==> config.mk <==
export PLATFORM = sky130hd
export DESIGN_NAME = adapter_in_high_perf
export DESIGN_NICKNAME = d
export VERILOG_FILES = /design/src/rtl/adapter_in_high_perf_pkg.sv /design/src/rtl/adapter_in_high_perf_fifo_buffer.sv /design/src/rtl/adapter_in_high_perf.sv
export SDC_FILE = /design/constraint.sdc
export NUM_CORES = 1
export LEC_CHECK = 0
export ABC_CLOCK_PERIOD_IN_PS = 11000
export BUFFER_PORTS_ARGS = -buffer_cell sky130_fd_sc_hd__buf_4
export CAP_MARGIN = 20
export CORE_MARGIN = 5
export CORE_UTILIZATION = 58
export CTS_CLUSTER_DIAMETER = 50
export DETAILED_ROUTE_END_ITERATION = 10
export PLACE_DENSITY = 0.79
export SLEW_MARGIN = 40
export SYNTH_ARGS = -nofsm -noshare
export SYNTH_HDL_FRONTEND = slang
export SYNTH_SLANG_ARGS = --single-unit
==> constraint.sdc <==
create_clock -name clk -period 11 [get_ports clk]
set_clock_uncertainty 0.2 [all_clocks]
set_input_delay 0 -clock clk [delete_from_list [all_inputs] [get_ports clk]]
set_output_delay 0 -clock clk [all_outputs]
set_load 0.1 [all_outputs]
==> src/rtl/adapter_in_high_perf_pkg.sv <==
// Shared Dilithium adapter package.
// Holds the command mode encoding, the adapter FSM state enum and the
// fixed-part length table (words) per mode / security level, plus the
// lookup helper that turns a latched mode/level into that length.
package adapter_in_high_perf_pkg;

    typedef enum logic [1:0] {
        MODE_KEYGEN  = 2'd0,
        MODE_SIGN    = 2'd1,
        MODE_VERIFY  = 2'd2,
        MODE_ILLEGAL = 2'd3
    } mode_t;

    typedef enum logic [2:0] {
        S_IDLE  = 3'd0,
        S_FIXED = 3'd1,
        S_MSG   = 3'd2,
        S_DRAIN = 3'd3,
        S_ERR   = 3'd4
    } state_t;

    localparam logic [10:0] LEN_KEYGEN    = 11'd4;
    localparam logic [10:0] LEN_SIGN_L2   = 11'd316;
    localparam logic [10:0] LEN_SIGN_L3   = 11'd500;
    localparam logic [10:0] LEN_SIGN_L5   = 11'd608;
    localparam logic [10:0] LEN_VERIFY_L2 = 11'd467;
    localparam logic [10:0] LEN_VERIFY_L3 = 11'd656;
    localparam logic [10:0] LEN_VERIFY_L5 = 11'd899;

    // Any security level other than 2 or 3 selects the level-5 length.
    function automatic logic [10:0] fixed_len_words(input mode_t m, input logic [2:0] lvl);
        logic [10:0] len;
        len = LEN_KEYGEN;
        case (m)
            MODE_SIGN: begin
                case (lvl)
                    3'd2:    len = LEN_SIGN_L2;
                    3'd3:    len = LEN_SIGN_L3;
                    default: len = LEN_SIGN_L5;
                endcase
            end
            MODE_VERIFY: begin
                case (lvl)
                    3'd2:    len = LEN_VERIFY_L2;
                    3'd3:    len = LEN_VERIFY_L3;
                    default: len = LEN_VERIFY_L5;
                endcase
            end
            default: len = LEN_KEYGEN;
        endcase
        return len;
    endfunction

endpackage

==> src/rtl/adapter_in_high_perf_fifo_buffer.sv <==
// fifo_buffer: synchronous first-word-fall-through FIFO.
// Ports:
//   clk, rst        clock, synchronous active-high reset (empties the FIFO)
//   push, push_data write request and word; ignored when full
//   pop             read request; ignored when empty
//   head            word at the head of the FIFO (valid when !empty)
//   full, empty     occupancy flags
module fifo_buffer #(
    parameter int WIDTH = 65,
    parameter int DEPTH = 16
) (
    input  logic             clk,
    input  logic             rst,
    input  logic             push,
    input  logic [WIDTH-1:0] push_data,
    input  logic             pop,
    output logic [WIDTH-1:0] head,
    output logic             full,
    output logic             empty
);
    localparam int AW = (DEPTH > 1) ? $clog2(DEPTH) : 1;
    localparam int CW = $clog2(DEPTH + 1);

    logic [WIDTH-1:0] mem [DEPTH];
    logic [AW-1:0]    wr_ptr;
    logic [AW-1:0]    rd_ptr;
    logic [CW-1:0]    count;
    logic             do_push;
    logic             do_pop;

    // Explicit wrap so non-power-of-two depths work.
    function automatic logic [AW-1:0] ptr_next(input logic [AW-1:0] p);
        return (p == AW'(DEPTH - 1)) ? '0 : p + 1'b1;
    endfunction

    assign full    = (count == CW'(DEPTH));
    assign empty   = (count == '0);
    assign do_push = push && !full;
    assign do_pop  = pop && !empty;
    assign head    = mem[rd_ptr];

    always_ff @(posedge clk) begin
        if (rst) begin
            wr_ptr <= '0;
            rd_ptr <= '0;
            count  <= '0;
        end else begin
            if (do_push) wr_ptr <= ptr_next(wr_ptr);
            if (do_pop)  rd_ptr <= ptr_next(rd_ptr);
            case ({do_push, do_pop})
                2'b10:   count <= count + 1'b1;
                2'b01:   count <= count - 1'b1;
                default: count <= count;
            endcase
        end
    end

    // Storage carries data only and is never reset.
    always_ff @(posedge clk) begin
        if (do_push) mem[wr_ptr] <= push_data;
    end

endmodule

==> src/rtl/adapter_in_high_perf.sv <==
// adapter_in_high_perf: framing adapter between an external word stream and
// the Dilithium core. Checks that the stream has the fixed-part length
// implied by mode/sec_lvl, buffers words through an elastic FIFO and flags
// framing errors.
// Ports:
//   clk, rst                 clock, synchronous active-high reset
//   start, mode, sec_lvl     one-cycle start pulse with latched command
//   valid_i/ready_i/data_i/last_i                      source stream
//   dilithium_valid_i/_ready_i/_data_i/_last_i         stream into core
//   done                     pulse when the final word is taken by the core
//   error                    sticky framing error (cleared by rst or start)
module adapter_in_high_perf
    import adapter_in_high_perf_pkg::*;
#(
    parameter int W          = 64,
    parameter int FIFO_DEPTH = 16
) (
    input  logic         clk,
    input  logic         rst,
    input  logic         start,
    input  logic [1:0]   mode,
    input  logic [2:0]   sec_lvl,
    input  logic         valid_i,
    output logic         ready_i,
    input  logic [W-1:0] data_i,
    input  logic         last_i,
    output logic         dilithium_valid_i,
    input  logic         dilithium_ready_i,
    output logic [W-1:0] dilithium_data_i,
    output logic         dilithium_last_i,
    output logic         done,
    output logic         error
);
    state_t      state;
    state_t      state_nxt;
    mode_t       mode_q;
    logic [2:0]  lvl_q;
    logic [10:0] cnt;
    logic [10:0] word_num;
    logic [10:0] fixed_len;
    logic        accept;
    logic        pop;
    logic        push;
    logic        cnt_inc;
    logic        fifo_rst;
    logic        fifo_full;
    logic        fifo_empty;
    logic [W:0]  head;

    assign fixed_len = fixed_len_words(mode_q, lvl_q);
    assign word_num  = cnt + 11'd1;

    // A start cycle never accepts a word: the presented word is dropped.
    assign ready_i = ((state == S_FIXED) || (state == S_MSG)) && !fifo_full && !start;
    assign accept  = valid_i && ready_i;

    assign dilithium_valid_i = !fifo_empty;
    assign pop               = dilithium_valid_i && dilithium_ready_i;
    assign dilithium_data_i  = head[W-1:0];
    assign dilithium_last_i  = head[W] && !fifo_empty;

    assign error    = (state == S_ERR);
    // The FIFO is held empty for the whole error state and flushed by start.
    assign fifo_rst = rst || start || (state == S_ERR);

    always_comb begin
        state_nxt = state;
        push      = 1'b0;
        cnt_inc   = 1'b0;
        done      = 1'b0;
        case (state)
            S_FIXED: begin
                if (accept) begin
                    if (word_num == fixed_len) begin
                        // Keygen has no message part: its last fixed word must end the frame.
                        if (mode_q == MODE_KEYGEN && !last_i) begin
                            state_nxt = S_ERR;
                        end else begin
                            push      = 1'b1;
                            cnt_inc   = 1'b1;
                            state_nxt = last_i ? S_DRAIN : S_MSG;
                        end
                    end else if (last_i) begin
                        // Short frame: drop the word and fail.
                        state_nxt = S_ERR;
                    end else begin
                        push    = 1'b1;
                        cnt_inc = 1'b1;
                    end
                end
            end
            S_MSG: begin
                if (accept) begin
                    push = 1'b1;
                    if (last_i) state_nxt = S_DRAIN;
                end
            end
            S_DRAIN: begin
                if (pop && head[W]) begin
                    done      = 1'b1;
                    state_nxt = S_IDLE;
                end
            end
            default: ;
        endcase
        if (start) begin
            state_nxt = (mode_t'(mode) == MODE_ILLEGAL) ? S_ERR : S_FIXED;
        end
    end

    always_ff @(posedge clk) begin
        if (rst) begin
            state  <= S_IDLE;
            mode_q <= MODE_KEYGEN;
            lvl_q  <= 3'd0;
            cnt    <= '0;
        end else begin
            state <= state_nxt;
            if (start) begin
                mode_q <= mode_t'(mode);
                lvl_q  <= sec_lvl;
                cnt    <= '0;
            end else if (cnt_inc) begin
                cnt <= word_num;
            end
        end
    end

    fifo_buffer #(
        .WIDTH (W + 1),
        .DEPTH (FIFO_DEPTH)
    ) u_fifo (
        .clk       (clk),
        .rst       (fifo_rst),
        .push      (push),
        .push_data ({last_i, data_i}),
        .pop       (pop),
        .head      (head),
        .full      (fifo_full),
        .empty     (fifo_empty)
    );

endmodule

# Word-level counts from Yosys, hierarchy flattened
# Memory sizes are Yosys's and may differ from the RTL's. A register that Yosys moved wholly into a read port is not among the register bits.
# Index checks and enable logic that the tools add are counted.
# op_classes
n_addsub,5
n_eq_ne,20
n_mux,30
n_reduce_logical,22
# ops
operator,n
10-bit one-hot mux with 2 select lines,2
3-bit 2-to-1 mux,9
11-bit one-hot mux with 2 select lines,1
4-bit 2-to-1 mux,4
3-bit by 2-bit equality test with 1-bit output (second input constant),4
3-bit inequality test (second input constant),4
11-bit by 1-bit adder with 11-bit output (second input constant),1
11-bit equality test,1
1-bit 2-to-1 mux,11
5-bit one-hot mux with 2 select lines,1
1-bit logical AND,9
3-bit one-hot mux with 3 select lines,1
4-bit by 1-bit adder with 4-bit output (second input constant),2
4-bit equality test (second input constant),2
2-bit equality test (second input constant),3
6-bit AND reduction,1
5-bit by 1-bit adder with 5-bit output (second input constant),1
5-bit equality test (second input constant),1
5-bit logical NOT,1
5-bit by 1-bit subtractor with 5-bit output (second input constant),1
2-bit by 1-bit equality test with 1-bit output (second input constant),2
1-bit logical NOT,4
4-bit by 3-bit inequality test with 1-bit output (second input constant),1
4-bit nonzero test,1
7 further kinds,9
# totals
reg_bits,32
ram_bits,1040
input_bits,75
wordCells,85
memories,1
# memory_table
memory,depth,word_bits,rd,rd_ports_with_merged_regs,write_ports,line,source
u_fifo.mem,16,65,1,1,1,adapter_in_high_perf_fifo_buffer.sv:24,logic [WIDTH-1:0] mem [DEPTH];

# Logic depth before layout (Yosys ltp)
# Gate-level depths: netlist of the first run.
# depth
ltp_word,10
depth_mapped,21
depth_no_buf,19

# Modules after synthesis
# A second synthesis of the first run with hierarchy kept.
# unflattened
hier_cells,1761
area_unflattened_um2,41727.5
# by_module_without_submodules
module,instances,cells_each,area_per_inst_um2
fifo_buffer,1,1556,40015.9
adapter_in_high_perf,1,205,1711.6

# Worst setup path before layout of the first run
# OpenSTA, ideal clock, no wires.
# synth_timing
path_kind,reg-to-reg
startpoint,register state[0]
endpoint,memory u_fifo.mem[3][0] (enable)
setup_ns,0.650
t_arrival_ns,12.384
required_time_ns,10.150
path_slack_ns,-2.234
path_stages_with_launch,7
n_path_buf,0
period_less_slack_ns,13.234
path_cell_list,dfxtp_1 > xnor2_1 > a2111oi_0 > and2_1 > o21ai_2 > nor2_2 > nor4bb_1
# synth_between
elab_chain_len,10
elab_cells_between_ends,12
cone_classes,eq/ne: 2; mux: 5; reduce/logical: 5
# synth_rtl
item,line,source
start: declaration,adapter_in_high_perf.sv:34,state_t state;
start signal: assignment,adapter_in_high_perf.sv:118,state <= state_nxt;
3-bit by 1-bit equality test with 1-bit output / 3-bit by 2-bit equality test with 1-bit output (equally long branches),adapter_in_high_perf.sv:54,assign ready_i = ((state == S_FIXED) || (state == S_MSG)) && !fifo_full && !start;
1-bit logical OR *,adapter_in_high_perf.sv:54,
1-bit logical AND * (2 in series),adapter_in_high_perf.sv:54,
named net ready_i,adapter_in_high_perf.sv:24,"output logic ready_i,"
1-bit logical AND *,adapter_in_high_perf.sv:55,assign accept = valid_i && ready_i;
1-bit 2-to-1 mux (on tied branches),"adapter_in_high_perf.sv:93, adapter_in_high_perf.sv:73",
1-bit one-hot mux with 2 select lines *,adapter_in_high_perf.sv:71,case (state)
1-bit logical AND *,adapter_in_high_perf_fifo_buffer.sv:38,assign do_push = push && !full;
1-bit 2-to-1 mux *,adapter_in_high_perf_fifo_buffer.sv:60,if (do_push) mem[wr_ptr] <= push_data;
1-bit 2-to-1 mux (not written as such) *,adapter_in_high_perf_fifo_buffer.sv:60,
end: declaration,adapter_in_high_perf_fifo_buffer.sv:24,
# The timed path passes the listed nets; every way through them passes the cells marked *.

# Worst setup path in the final report of the first run
# layout_timing
startpoint,register mode_q[0]
endpoint,memory u_fifo.mem[1][48] (enable)
# layout_between
elab_chain_len,9
elab_cells_between_ends,13
cone_classes,eq/ne: 3; mux: 7; reduce/logical: 3
# layout_rtl
item,line,source
start: declaration,adapter_in_high_perf.sv:36,mode_t mode_q;
start signal: assignment,adapter_in_high_perf.sv:120,mode_q <= mode_t'(mode);
2-bit equality test (tied with other cells),adapter_in_high_perf_pkg.sv:34,case (m)
11-bit one-hot mux with 2 select lines / 1-bit logical AND (equally long branches),"adapter_in_high_perf_pkg.sv:34, adapter_in_high_perf.sv:76",
11-bit equality test / 1-bit 2-to-1 mux (equally long branches),"adapter_in_high_perf.sv:74, adapter_in_high_perf.sv:76",
1-bit 2-to-1 mux *,adapter_in_high_perf.sv:74,if (word_num == fixed_len) begin
1-bit 2-to-1 mux *,adapter_in_high_perf.sv:73,if (accept) begin
1-bit one-hot mux with 2 select lines *,adapter_in_high_perf.sv:71,
1-bit logical AND *,adapter_in_high_perf_fifo_buffer.sv:38,
1-bit 2-to-1 mux *,adapter_in_high_perf_fifo_buffer.sv:60,
1-bit 2-to-1 mux (not written as such) *,adapter_in_high_perf_fifo_buffer.sv:60,
# Mark *: on every way between the ends. The rest lies on a longest branch, timed or not.

==> results of run 1 <==
## area by class of cell
type	instances	area, um2	share of cell area [%]
multi-input combinational	564	9110	18.7
timing repair buffer	310	2820	5.79
clock buffer	124	2740	5.62
inverter	11	41.3	0.0847
clock inverter	70	870	1.78
antenna	6	15.0	0.0308
tap	950	1190	2.44
sequential	1076	32000	65.6
## how the worst max path moves through the flow
stage | end | slack (ns) | cells after the start
2_1_floorplan | u_fifo.mem[3][0] | -2.23 | 6
4_1_cts | u_fifo.mem[1][0] | 5.83 | 11
6_report | u_fifo.mem[1][48] | 5.77 | 11
3_5_place_dp | u_fifo.mem[1][50] | 5.89 | 11
3_3_place_gp | u_fifo.mem[0][58] | 5.98 | 11
5_1_grt | u_fifo.mem[1][64] | 5.52 | 11
## sequential cells by signal (all words and copies together), names as in the netlist, named ones only
| signal | count |
|---|---|
| cnt | 11 |
| lvl_q | 3 |
| mode_q | 2 |
| state | 3 |
| u_fifo.count | 5 |
| u_fifo.mem | 1040 |
| u_fifo.rd_ptr | 4 |
| u_fifo.wr_ptr | 4 |
## cell usage in the layout (no fill, tap or decap), types with 6 or more instances in the layout
cell	count
edfxtp_1	1040
mux4_2	325
buf_4	155
dlygate4sd3_1	135
clkbuf_16	107
dfxtp_1	32
nor2_1	25
nand2_1	21
clkinv_2	20
a21oi_1	18
bufinv_16	17
clkbuf_1	17
or3_1	14
ha_1	13
buf_6	13
inv_1	11
clkinv_1	11
mux2i_1	10
xnor2_1	9
o21ai_0	9
o311ai_1	9
o41ai_1	9
and3_1	8
clkinvlp_4	8
inv_6	7
diode_2	6
and2_1	6
## power by group through the flow
stage / clock network, mW / logic [mW] / registers [mW]
after floorplan: 0 / 0.0392 / 4.58
after global placement: 0 / 0.112 / 4.58
after detailed placement: 0 / 0.120 / 4.58
after CTS: 3.79 / 0.163 / 4.49
after global routing: 4.00 / 0.176 / 4.49
final: 3.76 / 0.165 / 4.49
## cell families after synthesis
kind of cell	after synthesis
buf+inv	100
fa+ha+maj	14
xor+xnor	15
simple gates	127
mux	336
compound gates	72
flops	1076
## stage by stage
step / instance area, um2 / TNS [ns] / util (%) / hold slack [ns]
6_report: 48800 / 0 / 68.6 / 0.0249
2_1_floorplan: 41400 / -290.42 / - / -0.101
3_5_place_dp: 43800 / 0 / 61.6 / 0.0428
3_3_place_gp: 43600 / 0 / 61.3 / 0.0399
4_1_cts: 48700 / 0 / 68.5 / 0.000521
5_1_grt: 48700 / 0 / 68.5 / 0.0222
## metal layers
metal	up-vias	global-route usage (%)
met5	-	0
met4	0	8.24
met3	184	4.44
met2	1317	44.6
met1	10800	34.1
li1	8188	-
## what timing repair did
| action | CTS | global route |
|---|---|---|
| buffers inserted | 0 | 0 |
| hold buffers | 135 | 0 |
| hold endpoints to repair | 1071 | 0 |
==> run metrics, run 1 <==
status=finished, final reports clean; Detail Route met3 WL=7830 um; hold crit path type=input pin to flop; Post-synth ARST share=0%; Detail Placement HPWL=47,700 um; top post-synthesis cells by count=1,040 x edfxtp_1, 325 x mux4_2, 61 x clkbuf_1; Rows=between 90 and 100; cts bufs inserted=105; Seq pwr share=53.4%; Worst VDD drop=0.116 mV; CTS Sinks=1,076; combinational share of power=2.0%; hold depth=2; Synth Net Count=1,829; Crit path required time=around 11 ns; Port Buffers=143; drt initial violations=between 2,000 and 3,000; clock share of power=44.7%; Max-cap violations=0; fillers=4,153; Die X=between 200 and 300 um; ys flop type=edfxtp_1; average size of a mapped cell=23.8 um2; Internal Power=6.75 mW; placed instance count=approximately 2,800; Final Max Slew Viols=0; Tot GR Track Use=between 20 and 30%; critical path capture point type=flop; Final #Nets=2,157; Switch Pwr=1.67 mW; switching fraction of total power=19.8%; wire length on met1=35,700 um; Least-Margin Pin Slew=0.863 ns; die footprint=76,800 um2; worst-path cell chain=inv_1, ha_1, and2_1, and3_1, or3_1, a21oi_1, o2111a_1, mux2i_1, nor2_2, and4bb_4, buf_4; largest family of logic cells by synthesized area=multiplexers; CTS H-tree lvls=3; via density per instance=6.58; synthesized area=41,400 um2; vias in the first global route=21,500; Netlist cell types=63; initial antenna violation count=5; WL/cell=31.6 um; Warnings, synthesis=0; Final period util=47.5%; first-pass GRT wire length=146,000 um; top-count cell post-synth=edfxtp_1; initial core utilization=58.2%; Period minus WS final=5.23 ns; Synth top area share=75.5%; EDFF count, synth=1,040; #FFs+latches synth=around 1,100; top sig layer=met4; final worst slack=5.77 ns; Root Buffer=clkbuf_16; DR WL met2=approximately 52,000 um; post-CTS resize count=0; Max-slew headroom=42.5%; Final Non-Filler Cells=3,111; Area growth, synth to finish=17.9%; CP delay by family, top=simple AND/OR/NAND/NOR gates; worst hold start=data_i[43]; unrepaired setup endpoints after global routing=false; Seq/Total Area, Yosys=between 70 and 80%; via count=20,500; Cell Pwr Density=~170 nW/um2; critical path startpoint category=flop; leakage power=roughly 15 nW; Core Region=71,100 um2; largest net degree at the start of global routing=between 90 and 100; Antenna Nets Post-Route=0; drt total wl=a little under 100,000 um; r2r endpoint=u_fifo.mem[1][48]; Worst Path Max Fanout=35; Post-Synth Adder-Cell Area=0.442%; # DRC=0; dpl ws=5.89 ns; chip height=277 um; Top-Level Pins=144; Syn Inst Count=~1,700; clk_lat worst skew=0.67 ns; post-synthesis mux area share=18.0%; drt first pass iters=5; Synth Area in Compound Gates=~1.2%; Yosys top cell by area=edfxtp_1; Synth Area in XOR/XNOR=0.351%; overall power=between 8 and 9 mW; Final Setup Violations=0; r2r startpoint=mode_q[0]; CP max-delay cell=and4bb_4; simple-gate share of the synthesized area=around 1.8%; grt total ovfl=0; slowest stage delay, CP=about 0.86 ns; GP Congestion=0.805; Setup CP Type=flop to flop; clock-pin slew on the worst setup and hold paths=roughly 0.06 ns; WP data arrival=5.32 ns; Final Hold Viols=0; Max Root-Sink Buffers=3; worst hold path endpoint=u_fifo.mem[4][43]; CTS tree=done; internal reg-to-reg setup slack=5.77 ns; ranking of synthesized cells by area=edfxtp_1 75%, mux4_2 18%, dfxtp_1 1.7%; fmax=about 0.19 GHz; reg2reg path depth=11; Buf+Inv Stages, Crit Path=2; layout cells sized above 1=32.2%; crit path from=mode_q[0]
Note: power is estimated with default switching activity, not from simulation.
==> run 2, diff against run 1 <==
--- a/config.mk
+++ b/config.mk
@@ -5,14 +5,14 @@
 export SDC_FILE = /design/constraint.sdc
 export NUM_CORES = 1
 export LEC_CHECK = 0
-export ABC_CLOCK_PERIOD_IN_PS = 11000
+export ABC_CLOCK_PERIOD_IN_PS = 4300
 export BUFFER_PORTS_ARGS = -buffer_cell sky130_fd_sc_hd__buf_4
 export CAP_MARGIN = 20
 export CORE_MARGIN = 5
-export CORE_UTILIZATION = 58
+export CORE_UTILIZATION = 56
 export CTS_CLUSTER_DIAMETER = 50
 export DETAILED_ROUTE_END_ITERATION = 10
-export PLACE_DENSITY = 0.79
+export PLACE_DENSITY = 0.8
 export SLEW_MARGIN = 40
 export SYNTH_ARGS = -nofsm -noshare
 export SYNTH_HDL_FRONTEND = slang
==> constraint.sdc (replaced) <==
create_clock -name clk -period 4.3 [get_ports clk]
set_clock_uncertainty 0.2 [all_clocks]
set_input_delay 0 -clock clk [delete_from_list [all_inputs] [get_ports clk]]
set_output_delay 0 -clock clk [all_outputs]
set_load 0.1 [all_outputs]
==> run 2 against run 1 <==
Against the previous run: via count grew 0.57%; final area is 1.7% higher; core utilization fell by 0.71 points; non-clock buffer count rose by 46; flip-flop and latch count did not move.
==> run metrics, run 2 (synthesis results as in run 1) <==
via density per instance=6.49; overall power=21.6 mW; Die X=282 um; critical path capture point type=flop; fmax=~0.24 GHz; Final period util=a little over nine tenths; Final Max Slew Viols=0; Least-Margin Pin Slew=0.744 ns; Period minus WS final=4.20 ns; Cell Pwr Density=437 nW/um2; internal reg-to-reg setup slack=0.1 ns; Final #Nets=approximately 2,200; commonest non-fill, non-tap cell in the layout=edfxtp_1; drt initial violations=2,475; Setup CP Type=flop to flop; Detail Placement HPWL=50,100 um; Port Buffers=143; top flop regs=u_fifo.mem: 1040 flops, cnt: 11 flops, u_fifo.count: 5 flops; Top-Level Pins=144; cts bufs inserted=approximately 110; hold depth=2; layout cells sized above 1=34.1%; Root Buffer=clkbuf_16; CTS Sinks=1,076; most frequent cells in the layout=1,040 x edfxtp_1, 325 x mux4_2, 175 x buf_4; drt first pass iters=5; Setup TNS Final=0 ns; Antenna Nets Post-Route=0; clk_lat worst skew=a little under 0.7 ns; WP data arrival=4.59 ns; Worst VDD drop=0.348 mV; CTS H-tree lvls=3; largest net degree at the start of global routing=81; WL/cell=31.2 um; CTS tree=done; status=finished, final reports clean; fillers=around 4,300; first-pass GRT wire length=146,000 um; Worst Path Max Fanout=6; worst hold path endpoint=u_fifo.mem[3][20]; Final Setup Violations=0; Max-cap violations=0; GP Congestion=0.828; final worst slack=0.0987 ns; r2r endpoint=u_fifo.count[4]; die footprint=79,400 um2; initial antenna violation count=5; clock-pin slew on the worst setup and hold paths=approximately 0.060 ns; Tot GR Track Use=25.2%; Most flops, register=u_fifo.mem; dpl ws=-0.0587 ns; initial core utilization=56.6%; hold crit path type=input pin to flop; worst hold start=data_i[20]; r2r startpoint=mode_q[0]; Rows=between 90 and 100; Max Root-Sink Buffers=3; Final Hold Viols=0; reg2reg path depth=19; vias in the first global route=21,800; critical path startpoint category=flop; Crit path required time=4.69 ns; Core Region=approximately 73,000 um2; grt total ovfl=0; leakage power=15.4 nW; drt total wl=roughly 100,000 um; max FFs per register=roughly 1,000; chip height=~280 um; # DRC=0; via count=20,600; Max-slew headroom=around half; Area growth, synth to finish=19.9%
==> run 2: area by class of cell <==
cell class / instances / area [um2] / area share, %
Tap cell: 959 / 1200 / 2.42
Sequential cell: 1076 / 32000 / 64.5
Antenna cell: 2 / 5.00 / 0.0101
Inverter: 11 / 41.3 / 0.0833
Timing Repair Buffer: 356 / 3460 / 6.97
Clock inverter: 74 / 895 / 1.80
Clock buffer: 126 / 2770 / 5.59
Multi-Input combinational cell: 564 / 9240 / 18.6
==> run 2: power breakdown <==
part           total [mW]  switching [mW]  internal [mW]
logic               0.443           0.263          0.180
registers            11.5         0.00750           11.5
clock network        9.71            4.04           5.67
==> run 2: critical path, stage by stage (launching register included) <==
cell      delay (ns)
dfxtp_2         0.35
inv_1           0.09
ha_4            0.27
and2_4          0.18
and3_1          0.19
or3_1           0.37
a21oi_2         0.14
o2111a_2        0.28
mux2i_4         0.28
nor2_4          0.05
inv_1           0.08
ha_2            0.22
inv_1           0.10
fa_2            0.36
inv_1           0.07
a21o_1          0.11
a21oi_1         0.11
xnor2_2         0.17
or3_1           0.35
a21oi_2         0.15
==> run 2: timing repair <==
action | in CTS | in global routing
buffers inserted | 0 | 1
setup endpoints to repair | 1 | 2
resized for setup | 4 | 18
pin swaps | 1 | 2
endpoints found under the hold margin | 1071 | 0
hold buffers | 146 | 0
==> run 2: layer usage <==
metal	global-route usage (%)	vias up	share of wire, %
met2	43.8	1123	53
met1	32.9	10900	36
met4	8.45	4	3.6
li1	-	8304	-
met5	0	-	0.034
met3	4.51	205	6.9
==> run 2: worst max-delay path by stage <==
stage / depth (start not counted) / from / to / slack [ns]
2_1_floorplan: 6 / u_fifo.count[0] / u_fifo.mem[2][0] / -0.77
6_report: 19 / mode_q[0] / u_fifo.count[4] / 0.1
4_1_cts: 18 / mode_q[1] / u_fifo.count[4] / 0.04
3_3_place_gp: 19 / mode_q[0] / u_fifo.count[4] / 0.13
5_1_grt: 19 / mode_q[0] / u_fifo.count[4] / -0.07
3_5_place_dp: 19 / mode_q[0] / u_fifo.count[4] / -0.06
==> run 2: stage by stage <==
step | hold WS [ns] | cells | utilization, % | instance area, um2
finish | 0.0358 | 3168 | 67.9 | 49600
global placement | 0.0443 | 2819 | 60.7 | 44400
detailed placement | 0.0453 | 2819 | 60.7 | 44400
CTS | 0.00485 | 3165 | 67.8 | 49500
global route | 0.0157 | 3167 | 67.8 | 49600
floorplan | -0.101 | 1740 | - | 41500
